File: config.mk
export PLATFORM = sky130hd
export DESIGN_NAME = grid_mem_arbiter_flat
export DESIGN_NICKNAME = d
export VERILOG_FILES = /design/src/rtl/grid_mem_arbiter_pkg.sv /design/src/rtl/grid_mem_arbiter_if.sv /design/src/rtl/grid_mem_arbiter_rr_pick.sv /design/src/rtl/grid_mem_arbiter.sv /design/src/flat_wrapper.sv
export SDC_FILE = /design/constraint.sdc
export NUM_CORES = 1
export LEC_CHECK = 0
export BUFFER_PORTS_ARGS = -buffer_cell sky130_fd_sc_hd__clkbuf_2
export CORE_AREA = 2 2 68 76
export DETAILED_ROUTE_END_ITERATION = 7
export DIE_AREA = 0 0 70 78
export GPL_TIMING_DRIVEN = 0
export SETUP_SLACK_MARGIN = 0.3
export SLEW_MARGIN = 10
export SYNTH_ARGS = -nofsm -noshare
export SYNTH_HDL_FRONTEND = slang
export SYNTH_SLANG_ARGS = --single-unit
File: constraint.sdc
create_clock -name clk -period 4.88 [get_ports clk]
set_input_delay 0.976 -clock clk [delete_from_list [all_inputs] [get_ports clk]]
set_output_delay 0.976 -clock clk [all_outputs]
set_load 0.005 [all_outputs]
File: src/rtl/grid_mem_arbiter_pkg.sv
// Shared grid definitions: memory geometry, requester indices and arbiter state type.
// Latency: n/a (declarations only).
// Backpressure: n/a.
//
// Package grid_pkg
//   GRID_ADDR_W / GRID_DATA_W : grid memory address and data widths
//   LINE_*                    : playfield geometry inside the 256-byte grid
//   REQ_*                     : fixed requester slot assignment on the arbiter
package grid_pkg;

   localparam int GRID_ADDR_W = 8;
   localparam int GRID_DATA_W = 8;

   // Playfield geometry: line n starts at LINE_1 + (n-1)*LINE_OFFSET.
   localparam int LINE_1      = 1;
   localparam int LINE_OFFSET = 12;
   localparam int LINE_WIDTH  = 10;
   localparam int NUM_LINES   = 20;

   localparam int REQ_CLEAR   = 0;
   localparam int REQ_PLACE   = 1;
   localparam int REQ_RENDER  = 2;

   typedef enum logic {
      ARB_IDLE  = 1'b0,
      ARB_OWNED = 1'b1
   } arb_state_t;

endpackage

File: src/rtl/grid_mem_arbiter_if.sv
// Requester-side and memory-side bus of the grid memory arbiter.
// Latency: n/a (wiring only).
// Backpressure: ownership handshake via req/gnt; no per-access stall.
//
// Signals: req/req_we/req_addr/req_wdata (requesters -> arbiter),
//          gnt/rvalid/rdata (arbiter -> requesters),
//          mem_addr/mem_we/mem_wdata (arbiter -> memory), mem_rdata (memory -> arbiter).
// Modports: slave = arbiter view, master = requesters + memory view.
interface grid_mem_arbiter_if #(
   parameter int NUM_REQ = 3
);
   import grid_pkg::*;

   logic [NUM_REQ-1:0]             req;
   logic [NUM_REQ-1:0]             req_we;
   logic [NUM_REQ*GRID_ADDR_W-1:0] req_addr;
   logic [NUM_REQ*GRID_DATA_W-1:0] req_wdata;
   logic [NUM_REQ-1:0]             gnt;
   logic [NUM_REQ-1:0]             rvalid;
   logic [GRID_DATA_W-1:0]         rdata;
   logic [GRID_ADDR_W-1:0]         mem_addr;
   logic                           mem_we;
   logic [GRID_DATA_W-1:0]         mem_wdata;
   logic [GRID_DATA_W-1:0]         mem_rdata;

   modport slave (
      input  req, req_we, req_addr, req_wdata, mem_rdata,
      output gnt, rvalid, rdata, mem_addr, mem_we, mem_wdata
   );

   modport master (
      output req, req_we, req_addr, req_wdata, mem_rdata,
      input  gnt, rvalid, rdata, mem_addr, mem_we, mem_wdata
   );

endinterface

File: src/rtl/grid_mem_arbiter_rr_pick.sv
// Rotating-priority encoder: first set req bit after last_owner, wrapping.
// Latency: combinational.
// Backpressure: none.
//
// Ports: req (candidate bits), last_owner (index searched after),
//        pick (one-hot winner), pick_vld (any candidate present).
module rr_pick #(
   parameter int NUM_REQ = 3,
   parameter int IDX_W   = 2
) (
   input  logic [NUM_REQ-1:0] req,
   input  logic [IDX_W-1:0]   last_owner,
   output logic [NUM_REQ-1:0] pick,
   output logic               pick_vld
);

   logic [IDX_W-1:0] idx;

   always_comb begin
      pick     = '0;
      pick_vld = 1'b0;
      idx      = '0;
      // last_owner itself is visited last (k == NUM_REQ), giving it lowest priority.
      for (int k = 1; k <= NUM_REQ; k++) begin
         idx = IDX_W'((int'(last_owner) + k) % NUM_REQ);
         if (!pick_vld && req[idx]) begin
            pick[idx] = 1'b1;
            pick_vld  = 1'b1;
         end
      end
   end

endmodule

File: src/rtl/grid_mem_arbiter.sv
// Shares the single-port grid memory between clearer, placer and renderer by exclusive ownership.
// Latency: gnt 1 cycle after req; handover 1 cycle after release; rvalid 1 cycle after a granted read.
// Backpressure: a requester holds req until gnt; ownership is kept while req stays high.
//
// Ports: clk, rst (async, active-low), bus (grid_mem_arbiter_if.slave).
// Optional feature macro GRID_ARB_TIMEOUT_EN: revoke ownership after MAX_HOLD cycles when
// another requester is waiting; otherwise MAX_HOLD is unused and ownership lasts until release.
module grid_mem_arbiter
   import grid_pkg::*;
#(
   parameter int NUM_REQ  = 3,
   parameter int MAX_HOLD = 64
) (
   input  logic               clk,
   input  logic               rst,
   grid_mem_arbiter_if.slave  bus
);

   localparam int IDX_W = (NUM_REQ > 1) ? $clog2(NUM_REQ) : 1;

   if (MAX_HOLD < 2) begin : g_max_hold_chk
      $error("grid_mem_arbiter: MAX_HOLD must be at least 2");
   end

   arb_state_t         state;
   logic [IDX_W-1:0]   owner;
   logic [IDX_W-1:0]   last_owner;
   logic [NUM_REQ-1:0] gnt_q;
   logic [NUM_REQ-1:0] rvalid_q;

   logic [NUM_REQ-1:0] cand;
   logic [IDX_W-1:0]   base;
   logic [NUM_REQ-1:0] pick;
   logic               pick_vld;
   logic [IDX_W-1:0]   pick_idx;
   logic               hold_expired;
   logic               owner_leaves;

   // The current owner is never a candidate, so a revoked owner ends up behind everyone else.
   assign cand = bus.req & ~gnt_q;
   assign base = (state == ARB_OWNED) ? owner : last_owner;

   rr_pick #(
      .NUM_REQ (NUM_REQ),
      .IDX_W   (IDX_W)
   ) u_rr_pick (
      .req        (cand),
      .last_owner (base),
      .pick       (pick),
      .pick_vld   (pick_vld)
   );

   always_comb begin
      pick_idx = '0;
      for (int i = 0; i < NUM_REQ; i++) begin
         if (pick[i]) pick_idx = IDX_W'(i);
      end
   end

`ifdef GRID_ARB_TIMEOUT_EN
   localparam int HOLD_W = $clog2(MAX_HOLD);
   logic [HOLD_W-1:0] hold_cnt;
   assign hold_expired = (hold_cnt == HOLD_W'(MAX_HOLD - 1));
`else
   assign hold_expired = 1'b0;
`endif

   // Release, or timeout with someone waiting (a lone owner past the limit keeps the grant).
   assign owner_leaves = !bus.req[owner] || (hold_expired && pick_vld);

   always_ff @(posedge clk or negedge rst) begin
      if (!rst) begin
         state      <= ARB_IDLE;
         owner      <= '0;
         last_owner <= IDX_W'(NUM_REQ - 1);
         gnt_q      <= '0;
         rvalid_q   <= '0;
`ifdef GRID_ARB_TIMEOUT_EN
         hold_cnt   <= '0;
`endif
      end else begin
         // Every granted cycle is an access; reads return one cycle later.
         rvalid_q <= gnt_q & ~bus.req_we;

         case (state)
            ARB_IDLE: begin
               if (pick_vld) begin
                  state <= ARB_OWNED;
                  owner <= pick_idx;
                  gnt_q <= pick;
`ifdef GRID_ARB_TIMEOUT_EN
                  hold_cnt <= '0;
`endif
               end
            end
            ARB_OWNED: begin
               if (owner_leaves) begin
                  last_owner <= owner;
`ifdef GRID_ARB_TIMEOUT_EN
                  hold_cnt   <= '0;
`endif
                  if (pick_vld) begin
                     owner <= pick_idx;
                     gnt_q <= pick;
                  end else begin
                     state <= ARB_IDLE;
                     gnt_q <= '0;
                  end
               end
`ifdef GRID_ARB_TIMEOUT_EN
               else if (!hold_expired) begin
                  hold_cnt <= hold_cnt + HOLD_W'(1);
               end
`endif
            end
            default: begin
               state <= ARB_IDLE;
               gnt_q <= '0;
            end
         endcase
      end
   end

   // Memory mux driven straight from the grant register, so reset clears it without a clock.
   logic [GRID_ADDR_W-1:0] mux_addr;
   logic                   mux_we;
   logic [GRID_DATA_W-1:0] mux_wdata;

   always_comb begin
      mux_addr  = '0;
      mux_we    = 1'b0;
      mux_wdata = '0;
      for (int i = 0; i < NUM_REQ; i++) begin
         if (gnt_q[i]) begin
            mux_addr  = bus.req_addr[i*GRID_ADDR_W +: GRID_ADDR_W];
            mux_we    = bus.req_we[i];
            mux_wdata = bus.req_wdata[i*GRID_DATA_W +: GRID_DATA_W];
         end
      end
   end

   assign bus.mem_addr  = mux_addr;
   assign bus.mem_we    = mux_we;
   assign bus.mem_wdata = mux_wdata;
   assign bus.gnt       = gnt_q;
   assign bus.rvalid    = rvalid_q;
   assign bus.rdata     = bus.mem_rdata;

endmodule

File: src/flat_wrapper.sv
// flat-port wrapper written by rule: the top's interface ports become plain ports
module grid_mem_arbiter_flat import grid_pkg::*;
#(
   parameter int NUM_REQ  = 3,
   parameter int MAX_HOLD = 64
)
  (clk, rst, bus_req, bus_req_we, bus_req_addr, bus_req_wdata, bus_mem_rdata, bus_gnt, bus_rvalid, bus_rdata, bus_mem_addr, bus_mem_we, bus_mem_wdata);
  grid_mem_arbiter_if #(.NUM_REQ(NUM_REQ)) bus_i ();
  input  logic clk;
  input  logic rst;
  input wire logic [$bits(bus_i.req)-1:0] bus_req;
  input wire logic [$bits(bus_i.req_we)-1:0] bus_req_we;
  input wire logic [$bits(bus_i.req_addr)-1:0] bus_req_addr;
  input wire logic [$bits(bus_i.req_wdata)-1:0] bus_req_wdata;
  input wire logic [$bits(bus_i.mem_rdata)-1:0] bus_mem_rdata;
  output wire logic [$bits(bus_i.gnt)-1:0] bus_gnt;
  output wire logic [$bits(bus_i.rvalid)-1:0] bus_rvalid;
  output wire logic [$bits(bus_i.rdata)-1:0] bus_rdata;
  output wire logic [$bits(bus_i.mem_addr)-1:0] bus_mem_addr;
  output wire logic [$bits(bus_i.mem_we)-1:0] bus_mem_we;
  output wire logic [$bits(bus_i.mem_wdata)-1:0] bus_mem_wdata;
  assign bus_i.req = bus_req;
  assign bus_i.req_we = bus_req_we;
  assign bus_i.req_addr = bus_req_addr;
  assign bus_i.req_wdata = bus_req_wdata;
  assign bus_i.mem_rdata = bus_mem_rdata;
  assign bus_gnt = bus_i.gnt;
  assign bus_rvalid = bus_i.rvalid;
  assign bus_rdata = bus_i.rdata;
  assign bus_mem_addr = bus_i.mem_addr;
  assign bus_mem_we = bus_i.mem_we;
  assign bus_mem_wdata = bus_i.mem_wdata;
  grid_mem_arbiter #(.NUM_REQ(NUM_REQ), .MAX_HOLD(MAX_HOLD)) u_core (.clk(clk), .rst(rst), .bus(bus_i));
endmodule
After elaboration in Yosys (flattened, before gate mapping). Cells that the tools add are included. Widths: inputs -> output; s select.

Register bits: 11. Latch bits: 0. Bits in writable memories: 0. Bits in read-only memories: 0. Bits of input ports: 64. Output and inout port bits: 31. Memories kept: 0.

$add $sub $neg: 3. $mul: 0. Divide/modulo/power cells: 3. $lt $le $gt $ge: 7. Equality and inequality tests: 2. Shift-type cells: 0. Muxes and demuxes: 42. Bitwise operators: 8. Reduce and logical (&&, ||, !) cells: 9.

Operator list (count): $mod 32x3->32 const B (3); $mux 8 (6); $mux 3 (6); $mux 1 (16); $lt 2x3->1 const B (4); $bmux 1 s2 (4); $mux 2 (4); $add 2x2->3 const B (2); $and 3x3->3 (2); $demux 1 s2 (3); $ge 2x1->1 const B (3); $not 3->3 (2); $or 3x3->3 (2); $pmux 3 s2 (1); $logic_and 1x1->1 (5); $pmux 2 s2 (1); $reduce_and 2->1 (2); $add 2x1->3 const B (1); $logic_not 1->1 (2); $ne 2x1->1 const B (1); $ne 2x2->1 const B (1); $not 1->1 (2); $pmux 1 s2 (1).

Logic depth before layout (Yosys ltp). Gate-level depths: netlist of run 1.

Depth in word-level cells: 17. Depth in mapped cells: 8. Gate-level depth less buffers: 7.

Cells and area by module. Synthesis of run 1 repeated with hierarchy kept, for this count alone.

Cell total of the unflattened synthesis: 168. Area, all modules: 1251.2 um^2.

By module, submodules not included: grid_mem_arbiter (instances 1, cells each 129, area an instance 983.4 um^2); rr_pick (instances 1, cells each 39, area an instance 267.8 um^2).

Worst setup path before layout of run 1. No wires, ideal clock.

Path kind: register -> register. Start: reg u_core.state. End: reg u_core.gnt_q[1], in the netlist u_core.bus.gnt[1]. Library setup time: 0.121 ns. Arrival: 2.329 ns. Setup slack: 2.430 ns. Cell stages (with the launch flop): 8. Path through: dfrtp_1 mux2i_1 inv_1 ha_1 or3b_4 a222oi_1 o31ai_1 a32o_2.

Cells in the longest elaborated chain, start to end: 15. Elaborated cells on any way between the ends: 48.

Ends and longest elaborated chain: start, declared (line grid_mem_arbiter.sv:25) `arb_state_t state;`; start signal, assigned (line grid_mem_arbiter.sv:73) `state <= ARB_IDLE;`; start signal, assigned (line grid_mem_arbiter.sv:88) `state <= ARB_OWNED;`; start signal, assigned (line grid_mem_arbiter.sv:106) `state <= ARB_IDLE;`; $mux 2 (line grid_mem_arbiter.sv:41) `assign base = (state == ARB_OWNED) ? owner : last_owner;`; $add 2x1->3 (line grid_mem_arbiter_rr_pick.sv:25) `idx = IDX_W'((int'(last_owner) + k) % NUM_REQ);`; $mod 32x3->32 (line grid_mem_arbiter_rr_pick.sv:25); $lt 2x3->1 (not written as such), or another cell as far along (line grid_mem_arbiter_rr_pick.sv:27) `pick[idx] = 1'b1;`; $logic_and 1x1->1 (not written as such) or $mux 1 (tied branches) (line grid_mem_arbiter_rr_pick.sv:27, grid_mem_arbiter_rr_pick.sv:26); $mux 1, on equally long branches (line grid_mem_arbiter_rr_pick.sv:27, grid_mem_arbiter_rr_pick.sv:26); $demux 1 s2 or $logic_not 1->1 (tied branches) (line grid_mem_arbiter_rr_pick.sv:27, grid_mem_arbiter_rr_pick.sv:26); $mux 3 or $logic_and 1x1->1 (tied branches) (line grid_mem_arbiter_rr_pick.sv:26) `if (!pick_vld && req[idx]) begin`; $or 3x3->3 (no line) or $mux 1 (tied branches); $mux 3 or $logic_not 1->1 (tied branches) (line grid_mem_arbiter_rr_pick.sv:26); $or 3x3->3 (no line) or $logic_and 1x1->1 (tied branches); $mux 3 or $mux 1 (tied branches) (line grid_mem_arbiter_rr_pick.sv:26); $mux 3 (line grid_mem_arbiter.sv:102) `if (pick_vld) begin`; $mux 3 (line grid_mem_arbiter.sv:97) `if (owner_leaves) begin`; $pmux 3 s2 (line grid_mem_arbiter.sv:85) `case (state)`; end signal, assigned (line grid_mem_arbiter.sv:90) `gnt_q <= pick;`; end signal, assigned (line grid_mem_arbiter.sv:104) `gnt_q <= pick;`; end, declared (line grid_mem_arbiter.sv:28) `logic [NUM_REQ-1:0] gnt_q;`.

Parallel ways exist; a longest one is shown, timed or not. The select of a mux whose other input is x is not followed. A chain may end at the register's enable or synchronous reset.

Worst setup path after layout of run 1.
Start: reg u_core.gnt_q[1], in the netlist u_core.bus.gnt[1]. End: out bus_mem_addr[6].

Cells in the longest elaborated chain, start to end: 2.

Ends and longest elaborated chain: $mux 8 (2 in a row) (line grid_mem_arbiter.sv:134) `if (gnt_q[i]) begin`; end, declared (line flat_wrapper.sv:19) `output wire logic [$bits(bus_i.mem_addr)-1:0] bus_mem_addr;`.

No other way between the ends.

==> results.sh, run 1 <==
export IMPL_outcome="completed"
export IMPL_cts_resized_gates=0
export IMPL_arrival_ps=2020
export IMPL_avgViaCountPerCell=4.86
export IMPL_layout_drive_gt1_share_pct=45.3
export IMPL_start_util_pct=24.6
export IMPL_crit_path_start_kind="flip-flop"
export IMPL_hpwlAfterDp_um=2940
export IMPL_grt_pass1_wl_um=6080
export IMPL_n_antenna_cell=0
export IMPL_grt_ovfl_total=0
export IMPL_cp_common_cell="clkbuf_1"
export IMPL_die_h_um=78
export IMPL_final_antenna_net_count=0
export IMPL_powerDensity_nw_per_um2=509
export IMPL_cts_buffers=3
export IMPL_critPathSlowestCell="dfrtp_1"
export IMPL_drtPass1Iterations=4
export IMPL_tns_ps=0
export IMPL_leakage_uw=0.000878
export IMPL_antenna_found_initial=0
export IMPL_cts_tree="done"
export IMPL_rsz0062_at_grt="false"
export IMPL_syn2layout_area_growth_pct=48.0
export IMPL_crit_path_max_fanout=10
export IMPL_met1Wirelength_um=1540
export IMPL_synth_cell_types=40
export IMPL_clkLatencyLatePin_ps=230
export IMPL_syn_area_um2=1140
export IMPL_holdWs_ps=479
export IMPL_fin_skew_ps=0.857
export IMPL_dr_wl_met3_um=232
export IMPL_cts_path_max_buffers=2
export IMPL_yosysSeqAreaShare_pct=24.3
export IMPL_worst_setup_path_end_kind="primary output"
export IMPL_root_buffer="clkbuf_8"
export IMPL_die_area_um2=5460
export IMPL_critPathRequiredTime_ps=3900
export IMPL_ctsHoldBuffers=0
export IMPL_fin_util_pct=36.4
export IMPL_gp_congestion=0.796
export IMPL_netlist_instances=144
export IMPL_cts_htree_levels=1
export IMPL_drt_iter0_drc=107
export IMPL_dr_wl_met2_um=1760
export IMPL_cpPeakStageDelay_ps=470
export IMPL_final_cells=290
export IMPL_core_rowCount=26
export IMPL_setup_viol=0
export IMPL_ys_ff_latch=11
export IMPL_dp_cells=286
export IMPL_irDropWorstVdd_mv=0.200
export IMPL_period_minus_slack_ps=2990
export IMPL_num_io_pins=95
export IMPL_syn_nets=212
export IMPL_final_max_slew_viol_count=0
export IMPL_ys_warn_count=0
export IMPL_wl_um=3560
export IMPL_die_x_um=70
export IMPL_drc=0
export IMPL_fin_crit_sh_pct=61.3
export IMPL_highest_layer="met4"
export IMPL_clkTransAtPathRegs_ps=50
export IMPL_post_drt_wl_per_cell_um=12.3
export IMPL_relSlewSlack_pct=60.0
export IMPL_tightestPinTransition_ps=599
export IMPL_finalNetCount=303
export IMPL_crit_type="flip-flop to primary output"
export IMPL_post_cts_setup_buffer_count=0
export IMPL_grt_max_degree=12
export IMPL_fill_cells=510
export IMPL_grt_usage_pct=13.2
export IMPL_coreArea_um2=4620
export IMPL_rrSetupSlack_ps=2140
export IMPL_syn_avg_cell_area_um2=7.89
export IMPL_drv_cap=0
export IMPL_grt_pass1_vias=1373
export IMPL_hold_viol=0
export IMPL_fmax_ghz=0.334
export IMPL_cts_sinks=11
export IMPL_portBuffers=86
export IMPL_crit_chain="nor2b_1, clkbuf_1, clkbuf_1, a22oi_1, o21ai_0, clkbuf_2"
export IMPL_vias=1409
export IMPL_hp_class="flip-flop to flip-flop"
-- worst paths after layout --
| check | cells past startpoint | startpoint | to |
|---|---|---|---|
| setup / recovery | 6 | u_core.bus.gnt[1] | bus_mem_addr[6] |
| hold / removal | 2 | u_core.last_owner[1] | u_core.last_owner[1] |
| setup reg to reg | 7 | u_core.state | u_core.bus.gnt[1] |
| hold reg to reg | 2 | u_core.last_owner[1] | u_core.last_owner[1] |
| max in group asynchronous | 1 | rst | u_core.last_owner[1] |
| min in group asynchronous | 1 | rst | u_core.last_owner[0] |
-- area by class of cell --
type | count | area, um2 | share of cell area [%]
sequential | 11 | 277 | 16.4
buffer | 17 | 93.8 | 5.58
tap | 56 | 70.1 | 4.17
multi-input combinational | 110 | 743 | 44.2
clock buffer | 4 | 45.0 | 2.68
inverter | 6 | 22.5 | 1.34
timing repair buffer | 86 | 430 | 25.6
-- per-stage QoR --
step | power [uW] | setup WS, ps | cell area, um2
2_1_floorplan | 569 | 2430 | 1140
3_3_place_gp | 771 | 2130 | 1640
3_5_place_dp | 772 | 2140 | 1640
4_1_cts | 864 | 1880 | 1680
5_1_grt | 956 | 1650 | 1680
6_report | 855 | 1890 | 1680
-- cell usage after synthesis --
cell type,count,area (um2)
nand2_1,24,90.1
o21ai_0,19,95.1
a22oi_1,16,120
dfrtp_1,10,250
buf_4,8,60.1
clkbuf_1,8,30.0
nor2b_1,7,43.8
inv_1,6,22.5
ha_1,4,50.1
mux2i_1,4,40.0
or4bb_1,3,33.8
a221oi_1,2,17.5
and3_1,2,12.5
nand3_1,2,10.0
nor2_1,2,7.51
o32ai_1,2,17.5
or4b_1,2,20.0
a211oi_1,1,7.51
a21boi_0,1,7.51
a21oi_1,1,5.00
a221o_1,1,10.0
a222oi_1,1,10.0
a311oi_1,1,8.76
a31oi_1,1,6.26
a32o_1,1,10.0
a32o_2,1,11.3
and2_2,1,7.51
and4b_1,1,10.0
buf_1,1,3.75
dfstp_2,1,26.3
mux2_2,1,11.3
nand2b_1,1,6.26
nor3_1,1,5.00
nor3b_1,1,7.51
o31a_2,1,10.0
o31ai_1,1,7.51
or2b_2,1,8.76
or3b_2,1,8.76
or3b_4,1,11.3
or4bb_4,1,15.0
-- routing by layer --
layer	vias up	GRT usage [%]
li1	710	-
met1	634	16.8
met2	61	23.0
met3	4	2.08
met4	0	3.65
met5	-	0
-- cell families (layout without fill, tap and decap cells) --
logic type | after synthesis | after routing | synth area share (%)
AO/OA/AOI/OAI | 50 | 50 | 30.3
adder cells (fa/ha/maj) | 4 | 4 | 4.41
buffers and inverters | 23 | 113 | 10.2
flip-flops | 11 | 11 | 24.3
multiplexers | 5 | 5 | 4.52
AND/OR/NAND/NOR | 51 | 51 | 26.2
-- cell usage in the layout (no fill, tap or decap), types with 3 or more instances in the layout --
cell type and count:
o21ai_0 19, clkbuf_1 9, a22oi_1 16, inv_1 6, mux2i_1 4, buf_4 8
or4bb_1 3, ha_1 4, nor2b_1 7, nand2_1 24, clkbuf_8 3, dfrtp_1 10
clkbuf_2 86
-- power by group --
| part | internal, uW | switching [uW] |
|---|---|---|
| logic | 276 | 336 |
| clock network | 56.9 | 29.5 |
| registers | 127 | 29.9 |
| total | 459 | 396 |
-- flip-flops by register name, indices dropped and copies added (netlist names) --
name / flops
u_core.last_owner: 2
u_core.state: 1
u_core.bus.gnt: 3
u_core.owner: 2
u_core.bus.rvalid: 3
-- critical path, delay by kind of cell (launching register included) --
family,cells,cell delay (ps)
buffers and inverters,3,870
DFF,1,470
AOI/OAI and AO/OA,2,300
and+or+nand+nor,1,140
Power figures use the tool's default switching activity.
==> run 2: changes to the inputs <==
- ABC_AREA: default -> 1
- CORE_AREA: 2 2 68 76 -> 2 2 67 76
- DIE_AREA: 0 0 70 78 -> 0 0 69 78
- clock period: 4.88 -> 3.05 ns (I/O delays scaled with it)
==> run 2 against run 1 <==
Area after synthesis decreased by 0.99%. Cell area is 0.67% lower. Critical endpoint is now bus_mem_wdata[0]. Critical path depth unchanged. Global-route usage rose by 0.27 points. Total power grew 78%. Hold slack worse by 250 ps. Via count increased by 1.7%. Critical path type unchanged. Sequential share of layout area is 0.11 points higher. Combinational power increased by 86%. Utilization grew 0.27 points. First-iteration DRC count fell by 54%.
==> results.sh, run 2 <==
export IMPL_outcome="completed"
export IMPL_grt_pass1_wl_um=5980
export IMPL_powerDensity_nw_per_um2=912
export IMPL_final_antenna_net_count=0
export IMPL_crit_type="flip-flop to primary output"
export IMPL_relSlewSlack_pct=69.9
export IMPL_critPathSlowestCell="dfrtp_1"
export IMPL_final_max_slew_viol_count=0
export IMPL_ys_ff_latch=11
export IMPL_syn_avg_cell_area_um2=6.90
export IMPL_synth_top_area_share_pct=22.2
export IMPL_clkTransAtPathRegs_ps=50
export IMPL_grt_usage_pct=13.5
export IMPL_irDropWorstVdd_mv=0.372
export IMPL_critPathRequiredTime_ps=2440
export IMPL_tns_ps=0
export IMPL_start_util_pct=24.7
export IMPL_vias=1433
export IMPL_die_area_um2=5380
export IMPL_synth_edf_count=0
export IMPL_drt_iter0_drc=49
export IMPL_portBuffers=86
export IMPL_synth_common_cells="nand2_1, o21ai_0, a22oi_1"
export IMPL_leakage_uw=0.000920
export IMPL_fmax_ghz=0.400
export IMPL_cts_sinks=11
export IMPL_cts_path_max_buffers=2
export IMPL_syn_nets=231
export IMPL_arrival_ps=1890
export IMPL_gp_congestion=0.829
export IMPL_root_buffer="clkbuf_8"
export IMPL_die_x_um=69
export IMPL_drc=0
export IMPL_cpPeakStageDelay_ps=400
export IMPL_fin_crit_sh_pct=82.0
export IMPL_wl_um=3680
export IMPL_ys_warn_count=0
export IMPL_yosysSeqAreaShare_pct=24.6
export IMPL_cts_buffers=3
export IMPL_period_minus_slack_ps=2500
export IMPL_synth_main_ff_cell="dfrtp_1"
export IMPL_finalNetCount=322
export IMPL_setup_viol=0
export IMPL_worst_setup_path_end_kind="primary output"
export IMPL_cts_tree="done"
export IMPL_crit_chain="inv_1, nor2_2, buf_2, a22oi_1, o21ai_0, clkbuf_2"
export IMPL_n_antenna_cell=0
export IMPL_tightestPinTransition_ps=446
export IMPL_post_drt_wl_per_cell_um=11.9
export IMPL_drtPass1Iterations=4
export IMPL_layout_drive_gt1_share_pct=46.2
export IMPL_die_h_um=78
export IMPL_synth_most_common_cell="nand2_1"
export IMPL_avgViaCountPerCell=4.64
export IMPL_clkLatencyLatePin_ps=240
export IMPL_rsz0062_at_grt="false"
export IMPL_async_flop_share_pct=100
export IMPL_synth_area_leaders="dfrtp_1, nand2_1, a22oi_1"
export IMPL_antenna_found_initial=0
export IMPL_fin_skew_ps=3.14
export IMPL_fin_util_pct=36.7
export IMPL_synth_cell_types=28
export IMPL_hpwlAfterDp_um=3200
export IMPL_syn2layout_area_growth_pct=48.5
export IMPL_hold_viol=0
export IMPL_layout_common_cells="clkbuf_2, nand2_1, o21ai_0"
export IMPL_synth_area_leader_cell="dfrtp_1"
export IMPL_hp_class="input port to async pin"
export IMPL_drv_cap=0
export IMPL_layout_commonest_cell="clkbuf_2"
export IMPL_coreArea_um2=4550
export IMPL_num_io_pins=95
export IMPL_syn_area_um2=1120
export IMPL_post_cts_setup_buffer_count=0
export IMPL_grt_ovfl_total=0
export IMPL_crit_path_start_kind="flip-flop"
export IMPL_netlist_instances=163
export IMPL_crit_path_max_fanout=10
export IMPL_holdWs_ps=234
export IMPL_core_rowCount=26
export IMPL_grt_max_degree=12
export IMPL_cts_resized_gates=0
export IMPL_ctsHoldBuffers=0
export IMPL_cts_htree_levels=1
export IMPL_grt_pass1_vias=1330
run 2: cell types whose count changed after synthesis, moves of 4 or more:
cell | before | now
nor2_1 | 2 | 10
nor2b_1 | 7 | 0
nand3_1 | 2 | 13
clkbuf_1 | 8 | 4
nand2_1 | 24 | 39
mux2i_1 | 4 | 0
run 2: cell families after synthesis:
logic type,Yosys count,share of synthesized area [%]
flops,11,24.6
simple gates,77,32.6
compound gates,45,26.0
fa+ha+maj,4,4.45
buf+inv,26,12.3
run 2: cell type report:
cell class,instances,area (um2)
Tap cell,56,70.1
Fill cell,506,2880
Multi-Input combinational cell,126,709
Timing Repair Buffer,86,430
Clock buffer,4,45.0
Sequential cell,11,277
Inverter,12,47.5
Buffer,14,91.3
run 2: metrics by stage:
stage               instance area [um2]  setup WS, ps  std cells  total power, uW
floorplan                          1120          1040        163             1050
global placement                   1630           713        305             1380
detailed placement                 1630           706        305             1380
CTS                                1670           513        309             1540
global route                       1670           409        309             1690
finish                             1670           550        309             1520
run 2: power by group:
part           leakage [uW]  switching, uW  internal (uW)  total [uW]
clock network     0.0000228           53.3           91.6         145
logic              0.000758            703            436        1140
registers          0.000139           37.2            201         238
total              0.000920            794            729        1520
run 2: worst max-delay path: cells and delay by family (launching register included):
kind / cells / cell delay, ps
AO/OA/AOI/OAI: 2 / 370
buffers and inverters: 3 / 600
AND/OR/NAND/NOR: 1 / 290
flip-flops: 1 / 400
run 2: layer usage:
metal / wire length [um] / GRT usage, % / up-vias
li1: - / - / 734
met1: 1400 / 15.3 / 617
met2: 1840 / 24.3 / 76
met3: 373 / 3.90 / 6
met4: 57 / 3.92 / 0
met5: 0 / 0 / -
run 2: path summary, 6_finish.rpt:
path	from	end	slack (ps)	cells past startpoint
setup / recovery	u_core.bus.gnt[0]	bus_mem_wdata[0]	550	6
hold / removal	rst	u_core.last_owner[0]	230	1
setup reg to reg	u_core.state	u_core.bus.gnt[0]	660	12
hold reg to reg	u_core.last_owner[0]	u_core.last_owner[0]	480	2
max in group asynchronous	rst	u_core.last_owner[1]	2550	1
min in group clk	u_core.last_owner[0]	u_core.last_owner[0]	480	2
==> run 3: changes to the inputs <==
- clock period: 3.05 -> 2.4 ns (I/O delays scaled with it)
==> run 3 against run 2 <==
Worst setup slack worse by 160 ps. Total power increased by 46%. Clock skew about the same. Combinational power rose by 52%. Cell count increased by 1.9%. Critical path depth up 6. Non-clock buffer count up 5. Critical path type is now flip-flop to flip-flop. Largest cell class unchanged.
==> results.sh, run 3 (same netlist as run 2, synthesis figures left out) <==
export IMPL_outcome="completed"
export IMPL_final_max_slew_viol_count=0
export IMPL_drtPass1Iterations=4
export IMPL_crit_path_start_kind="flip-flop"
export IMPL_setup_viol=0
export IMPL_drt_iter0_drc=59
export IMPL_layout_common_cells="clkbuf_2, nand2_1, a22oi_1, o21ai_0, buf_4"
export IMPL_drv_cap=0
export IMPL_critPathRequiredTime_ps=2520
export IMPL_post_drt_wl_per_cell_um=12.4
export IMPL_tns_ps=0
export IMPL_n_antenna_cell=0
export IMPL_vias=1489
export IMPL_root_buffer="clkbuf_8"
export IMPL_cp_common_cell="inv_2"
export IMPL_fmax_ghz=0.496
export IMPL_cts_sinks=11
export IMPL_p_clk_share_pct=8.2
export IMPL_portBuffers=86
export IMPL_p_seq_share_pct=14.2
export IMPL_leakage_uw=0.000963
export IMPL_irDropWorstVdd_mv=0.659
export IMPL_crit_type="flip-flop to flip-flop"
export IMPL_critPathSlowestCell="dfrtp_2"
export IMPL_wl_um=3900
export IMPL_avgViaCountPerCell=4.73
export IMPL_grt_pass1_wl_um=6070
export IMPL_final_antenna_net_count=0
export IMPL_fin_util_pct=39.5
export IMPL_die_x_um=69
export IMPL_core_rowCount=26
export IMPL_worst_setup_path_end_kind="flip-flop"
export IMPL_start_util_pct=24.7
export IMPL_grt_max_degree=12
export IMPL_rsz0062_at_grt="true"
export IMPL_clkLatencyLatePin_ps=240
export IMPL_arrival_ps=2130
export IMPL_finalNetCount=328
export IMPL_cpPeakStageDelay_ps=460
export IMPL_drc=0
export IMPL_die_h_um=78
export IMPL_antenna_found_initial=0
export IMPL_intPower_uw=1080
export IMPL_relSlewSlack_pct=73.0
export IMPL_regArea_um2=278
export IMPL_p_switching_uw=1150
export IMPL_fin_skew_ps=2.99
export IMPL_period_minus_slack_ps=2010
export IMPL_syn2layout_area_growth_pct=59.8
export IMPL_layout_commonest_cell="clkbuf_2"
export IMPL_crit_path_max_fanout=6
export IMPL_coreArea_um2=4550
export IMPL_fill_cells=492
export IMPL_cts_buffers=3
export IMPL_layout_drive_gt1_share_pct=52.1
export IMPL_hpwlAfterDp_um=3200
export IMPL_switching_share_pct=51.4
export IMPL_fin_crit_sh_pct=83.9
export IMPL_cts_path_max_buffers=2
export IMPL_ctsHoldBuffers=0
export IMPL_crit_chain="o21ai_4, inv_2, ha_4, inv_2, nand3_4, nand2_4, a21oi_4, nand3_2, nand2_4, inv_2, o21ai_1, nand2_1"
export IMPL_hold_viol=0
export IMPL_num_io_pins=95
export IMPL_powerDensity_nw_per_um2=1240
export IMPL_grt_usage_pct=13.7
export IMPL_hp_class="input port to async pin"
export IMPL_clkTransAtPathRegs_ps=50
export IMPL_gp_congestion=0.829
export IMPL_holdWs_ps=104
export IMPL_grt_ovfl_total=0
export IMPL_cts_htree_levels=1
export IMPL_grt_pass1_vias=1353
export IMPL_multi_input_comb_area_um2=795
export IMPL_p_comb_share_pct=77.6
export IMPL_cts_tree="done"
export IMPL_die_area_um2=5380
export IMPL_tightestPinTransition_ps=405
[run 3: cell types whose count changed in the layout (fill, tap and decap cells not counted), moves of 3 or more]
| cell | change |
|---|---|
| buf_4 | +6 |
| inv_1 | -4 |
| inv_2 | +4 |
| o21ai_0 | -4 |
| nand2_4 | +3 |
[run 3: path summary, 6_finish.rpt]
| check | startpoint | endpoint | slack [ps] | depth (start not counted) |
|---|---|---|---|---|
| worst max-delay path | u_core.state | u_core.bus.gnt[0] | 390 | 12 |
| worst min-delay path | rst | u_core.last_owner[0] | 100 | 1 |
| worst max register to register | u_core.state | u_core.bus.gnt[0] | 390 | 12 |
| worst min register to register | u_core.last_owner[1] | u_core.last_owner[1] | 520 | 2 |
| max in group asynchronous | rst | u_core.last_owner[1] | 2030 | 1 |
| min in group clk | bus_req_we[2] | u_core.bus.rvalid[2] | 410 | 2 |
[run 3: layout make-up]
type	instances	area share, %
timing repair buffer	91	26.0
tap	56	3.90
clock buffer	4	2.51
sequential	11	15.4
buffer	14	5.29
multi-input combinational	127	44.2
inverter	12	2.64
[run 3: critical path: cells and delay by family, from the launching register on]
family / cells / cell delay [ps]
compound gates: 3 / 460
fa+ha+maj: 1 / 290
buf+inv: 3 / 210
flops: 1 / 460
simple gates: 5 / 470
[run 3: layer usage]
metal  up-vias  share of wire [%]  global-route usage [%]
met5         -                  0                       0
li1        747                  -                       -
met3         8                9.1                    3.90
met1       654                 38                    15.4
met2        80                 51                    25.0
met4         0                1.6                    3.92
[run 3: through the flow]
stage | area (um2) | cells | worst slack [ps] | total power (uW)
after floorplan | 1120 | 163 | 392 | 1340
after global placement | 1630 | 305 | 63.2 | 1750
after detailed placement | 1630 | 305 | 56.0 | 1760
after CTS | 1700 | 309 | 257 | 2030
after global routing | 1800 | 315 | 255 | 2450
final | 1800 | 315 | 385 | 2230
[run 3: what timing repair did]
action | 4_1_cts | 5_1_grt
cloned | 0 | 1
setup endpoints to repair | 15 | 15
pin swaps | 1 | 8
buffers inserted | 0 | 5
gates resized for setup | 11 | 15
[run 3: power by group through the flow]
stage / clock network, uW / registers, uW / logic (uW)
3_3_place_gp: 0 / 306 / 1440
6_report: 183 / 315 / 1730
4_1_cts: 189 / 308 / 1540
3_5_place_dp: 0 / 304 / 1460
5_1_grt: 201 / 324 / 1930
2_1_floorplan: 0 / 295 / 1040
